## src/rtl/pe_start_fifo_pkg.sv

```systemverilog
// Shared definitions for the PE start-token FIFO: pointer/occupancy widths,
// the empty pointer encoding and the per-cycle handshake operation.
package pe_start_fifo_pkg;

  typedef enum logic [1:0] {
    OP_IDLE = 2'b00,
    OP_POP  = 2'b01,
    OP_PUSH = 2'b10,
    OP_BOTH = 2'b11
  } fifo_op_e;

  // All ones; truncated to the pointer width it reads as -1 (empty).
  localparam logic [31:0] PTR_EMPTY = '1;

  function automatic int ptr_w(input int addr_width);
    return addr_width + 1;
  endfunction

  // Occupancy spans 0..DEPTH with DEPTH <= 2**addr_width.
  function automatic int occ_w(input int addr_width);
    return addr_width + 1;
  endfunction

endpackage

```

## src/rtl/pe_start_fifo_srl_storage.sv

```systemverilog
// Address-indexed shift-register token store: a write shifts din into slot 0,
// the read port is a combinational mux on addr.
module pe_start_fifo_srl_storage #(
  parameter int DATA_WIDTH = 1,
  parameter int ADDR_WIDTH = 1,
  parameter int DEPTH      = 2
) (
  input  logic                  clk,
  input  logic                  we,
  input  logic [ADDR_WIDTH-1:0] addr,
  input  logic [DATA_WIDTH-1:0] din,
  output logic [DATA_WIDTH-1:0] dout
);

  logic [DATA_WIDTH-1:0] mem [DEPTH];

  // NOTE: the shift array has no reset so it maps onto SRL primitives;
  // validity is tracked entirely by the controller's pointer and flags.
  always_ff @(posedge clk) begin
    if (we) begin
      mem[0] <= din;
      for (int i = 1; i < DEPTH; i++) begin
        mem[i] <= mem[i-1];
      end
    end
  end

  // The empty pointer's low bits can index past DEPTH when DEPTH < 2**ADDR_WIDTH.
  assign dout = (int'(addr) < DEPTH) ? mem[addr] : '0;

endmodule

```

## src/rtl/pe_start_token_fifo.sv

```systemverilog
// Start-token FIFO controller around the SRL store: pointer, registered flags
// and handshake. Define START_FIFO_OCC_EN to add occupancy/capacity outputs.
module pe_start_token_fifo
  import pe_start_fifo_pkg::*;
#(
  parameter int DATA_WIDTH = 1,
  parameter int ADDR_WIDTH = 1,
  parameter int DEPTH      = 2
) (
  input  logic                  clk,
  input  logic                  reset,
  input  logic                  if_write_ce,
  input  logic                  if_write,
  input  logic [DATA_WIDTH-1:0] if_din,
  output logic                  if_full_n,
  input  logic                  if_read_ce,
  input  logic                  if_read,
  output logic [DATA_WIDTH-1:0] if_dout,
`ifdef START_FIFO_OCC_EN
  output logic [ADDR_WIDTH:0]   if_num_data_valid,
  output logic [ADDR_WIDTH:0]   if_fifo_cap,
`endif
  output logic                  if_empty_n
);

  localparam int PW = ptr_w(ADDR_WIDTH);
  localparam logic [PW-1:0] PTR_INIT = PTR_EMPTY[PW-1:0];
  localparam logic [PW-1:0] PTR_LAST = PW'(DEPTH - 2);
  localparam logic [PW-1:0] PTR_MAX  = PW'(DEPTH - 1);

  logic [PW-1:0] ptr_q;
  logic          push;
  logic          pop;
  fifo_op_e      op;

  assign push = if_write & if_write_ce & if_full_n;
  assign pop  = if_read & if_read_ce & if_empty_n;
  assign op   = fifo_op_e'({push, pop});

  // NOTE: state registers use non-blocking assignments so every flop samples
  // the pre-edge values of its neighbours, independent of statement order.
  always_ff @(posedge clk or posedge reset) begin
    if (reset) begin
      ptr_q      <= PTR_INIT;
      if_empty_n <= 1'b0;
      if_full_n  <= 1'b1;
    end else begin
      case (op)
        OP_PUSH: begin
          ptr_q      <= ptr_q + 1'b1;
          if_empty_n <= 1'b1;
          if (ptr_q == PTR_LAST) if_full_n <= 1'b0;
        end
        OP_POP: begin
          ptr_q     <= ptr_q - 1'b1;
          if_full_n <= 1'b1;
          if (ptr_q == '0) if_empty_n <= 1'b0;
        end
        default: ;  // idle, or push+pop: SRL shift alone re-aligns slot ptr
      endcase
    end
  end

  pe_start_fifo_srl_storage #(
    .DATA_WIDTH(DATA_WIDTH),
    .ADDR_WIDTH(ADDR_WIDTH),
    .DEPTH     (DEPTH)
  ) u_storage (
    .clk (clk),
    .we  (push),
    .addr(ptr_q[ADDR_WIDTH-1:0]),
    .din (if_din),
    .dout(if_dout)
  );

`ifdef START_FIFO_OCC_EN
  localparam int OW = occ_w(ADDR_WIDTH);

  logic [OW-1:0] occ_q;

  always_ff @(posedge clk or posedge reset) begin
    if (reset) begin
      occ_q <= '0;
    end else begin
      case (op)
        OP_PUSH: occ_q <= occ_q + 1'b1;
        OP_POP:  occ_q <= occ_q - 1'b1;
        default: ;
      endcase
    end
  end

  assign if_num_data_valid = occ_q;
  assign if_fifo_cap       = OW'(DEPTH);
`endif

`ifndef SYNTHESIS
  ptr_in_range: assert property (@(posedge clk) disable iff (reset)
    (ptr_q == PTR_INIT) || (ptr_q <= PTR_MAX));
`endif

endmodule

```

## config.mk

```make
export PLATFORM = sky130hd
export DESIGN_NAME = pe_start_token_fifo
export DESIGN_NICKNAME = d
export VERILOG_FILES = /design/src/rtl/pe_start_fifo_pkg.sv /design/src/rtl/pe_start_fifo_srl_storage.sv /design/src/rtl/pe_start_token_fifo.sv
export SDC_FILE = /design/constraint.sdc
export NUM_CORES = 1
export LEC_CHECK = 0
export ABC_AREA = 1
export BUFFER_PORTS_ARGS = -buffer_cell sky130_fd_sc_hd__buf_4
export CAP_MARGIN = 5
export CORE_AREA = 2 2 39 41
export DETAILED_ROUTE_END_ITERATION = 12
export DIE_AREA = 0 0 41 43
export GPL_ROUTABILITY_DRIVEN = 0
export SLEW_MARGIN = 20
export SYNTH_ARGS = -nofsm -noshare
export SYNTH_HDL_FRONTEND = slang
export SYNTH_SLANG_ARGS = --single-unit
```

## constraint.sdc

```tcl
create_clock -name clk -period 1.47 [get_ports clk]
set_input_delay 0.0735 -clock clk [delete_from_list [all_inputs] [get_ports clk]]
set_output_delay 0.0735 -clock clk [all_outputs]
set_load 0.05 [all_outputs]
```

==> results.json <==
{
  "rows": 14,
  "drive_gt1_share_pct": 28.1,
  "rrSetupSlack_ps": 110,
  "area_growth_pct": 40.7,
  "avgSynthCellArea_um2": 8.13,
  "grt-ovfl-total": 0,
  "yosysUniqueCellTypes": 11,
  "status": "finished, final reports clean",
  "setup_viol": 0,
  "drtIter0Drc": 12,
  "relSlewSlack_pct": 87.7,
  "clk_pin_slew_worst_paths_ps": 50,
  "first_pass_iters": 4,
  "drv_cap": 0,
  "diodes": 0,
  "final_util_pct": 34.7,
  "htree_levels": 1,
  "max-vdd-ir-drop_uv": 355,
  "yosysWarnings": 0,
  "leakage_nw": 0.242,
  "hp-class": "in -> reg",
  "clockBufferDepth": 2,
  "fin_skew_ps": 6.25,
  "final_max_slew_viol_count": 0,
  "die_h_um": 43,
  "fin_crit_sh_pct": 92.7,
  "cts-root-buf": "clkbuf_4",
  "holdWs_ps": 250,
  "worstPathRequired_ps": 1640,
  "dp_slack_ps": 128,
  "start_util_pct": 24.7,
  "power.density_nw_per_um2": 764,
  "dieArea_um2": 1760,
  "numCtsBuffers": 3,
  "ys_ff_latch": 6,
  "clk_latency_ps": 260,
  "cp.arrival_ps": 1540,
  "die_w_um": 41,
  "fin_nets": 68,
  "cp-start-kind": "register",
  "fmax_mhz": 734,
  "drcViolationCount": 0,
  "synth_nets": 52,
  "tightest_slew_ps": 183,
  "ioPinCount": 10,
  "cts_sinks": 6,
  "port_buffers": 9,
  "final.setup.tns_ps": 0,
  "grt_first_pass_wirelength_um": 1270,
  "netlist_area_um2": 342,
  "routed_wl_um": 698,
  "netlist_instances": 42,
  "rsz0062_at_grt": "no",
  "fin_total_pwr_mw": 0.367,
  "hold_violations": 0,
  "wire_per_inst_um": 9.56,
  "period_needed_ps": 1360,
  "antenna_left": 0,
  "coreArea_um2": 1380,
  "grt_max_degree": 7,
  "via_per_inst": 4.29,
  "fin_ws_ps": 108,
  "cp_max_fo": 3,
  "critPathKind": "reg -> reg",
  "end_kind": "register",
  "grt_pass1_vias": 330,
  "tritoncts": "yes",
  "yosysSeqAreaShare_pct": 48.0,
  "via_count": 313,
  "post-cts-setup-buffers": 0,
  "dp.final_hpwl_um": 526,
  "antenna_found_initial": 0,
  "gr-usage-all-layers_pct": 12.1
}
-- worst max-delay path, cell delays in order (launching register included) --
cell and delay, ps:
dfstp_2 550, nand3_2 90, inv_1 130, ha_1 200, inv_1 60, o21ai_0 180, nand2_1 80
-- stage by stage --
| step | instance area, um2 | cells |
|---|---|---|
| after detailed placement | 434 | 67 |
| after global routing | 480 | 73 |
| after CTS | 480 | 73 |
| final | 480 | 73 |
| after global placement | 434 | 67 |
| after floorplan | 347 | 42 |
-- worst paths after layout --
kind,startpoint,end,cells past startpoint
max,if_full_n$_DFFE_PP1P_,if_full_n$_DFFE_PP1P_,6
min,if_write_ce,u_storage.mem[1]$_DFFE_PP_,3
max reg2reg,if_full_n$_DFFE_PP1P_,if_full_n$_DFFE_PP1P_,6
min reg2reg,u_storage.mem[0]$_DFFE_PP_,u_storage.mem[1]$_DFFE_PP_,0
max in group asynchronous,reset,if_full_n$_DFFE_PP1P_,3
min in group asynchronous,reset,if_empty_n$_DFFE_PP0P_,3
-- Yosys cell counts --
library cell  number  area [um2]
ha_1               3        37.5
dfstp_2            3        78.8
xnor2_1            1        8.76
inv_1              9        33.8
dfrtp_1            1        25.0
nand2_1           14        52.6
o21ai_0            2        10.0
nand4_1            1        6.26
nand3_1            5        25.0
edfxtp_1           2        60.1
nor2_1             1        3.75
-- area by class of cell --
| cell class | instances | area, um2 |
|---|---|---|
| clock buffer | 4 | 26.3 |
| fill | 153 | 903 |
| inverter | 9 | 33.8 |
| multi-input combinational | 27 | 149 |
| sequential | 6 | 164 |
| tap | 16 | 20.0 |
| timing repair buffer | 11 | 87.6 |
-- power by group --
| part | switching (mW) | internal, mW | leakage [nW] |
|---|---|---|---|
| Clock | 0.0713 | 0.104 | 0.0150 |
| Combinational | 0.00537 | 0.0136 | 0.164 |
| Sequential | 0 | 0.173 | 0.0629 |
| Total | 0.0767 | 0.290 | 0.242 |
-- flip-flops by register name, indices dropped and copies added, names as in the netlist --
register	flops
if_full_n	1
ptr_q	2
u_storage.mem	2
if_empty_n	1
-- logic make-up after synthesis --
logic type | Yosys count | share of synthesized area [%]
and+or+nand+nor | 21 | 25.6
xor gates and xnor gates | 1 | 2.56
AOI/OAI and AO/OA | 2 | 2.93
DFF | 6 | 48.0
buffers and inverters | 9 | 9.89
adders and majority gates | 3 | 11.0
-- cells in the final DEF, fill, tap and decap left out --
cell / n
nor2_1: 1
xnor2_1: 1
nand2_1: 14
clkbuf_4: 3
dfrtp_1: 1
edfxtp_1: 2
nand3_2: 1
clkbuf_1: 1
dlygate4sd3_1: 2
ha_1: 3
inv_1: 9
nand3_1: 4
nand4_1: 1
o21ai_0: 2
buf_4: 9
dfstp_2: 3
-- timing repair --
| item | 4_1_cts | 5_1_grt |
|---|---|---|
| hold endpoints to repair | 5 | 0 |
| gates resized for setup | 0 | 0 |
| setup endpoints to repair | 0 | 0 |
| hold buffers | 2 | 0 |
-- per-layer routing --
layer	share of wire, %	vias up	wire length (um)	global-route usage, %
met5	0	-	0	0
met4	8.3	0	58	18.0
met3	1.7	4	12	1.57
met2	51	5	357	17.8
met1	39	146	269	10.6
li1	-	158	-	-
Power figures use the tool's default switching activity.
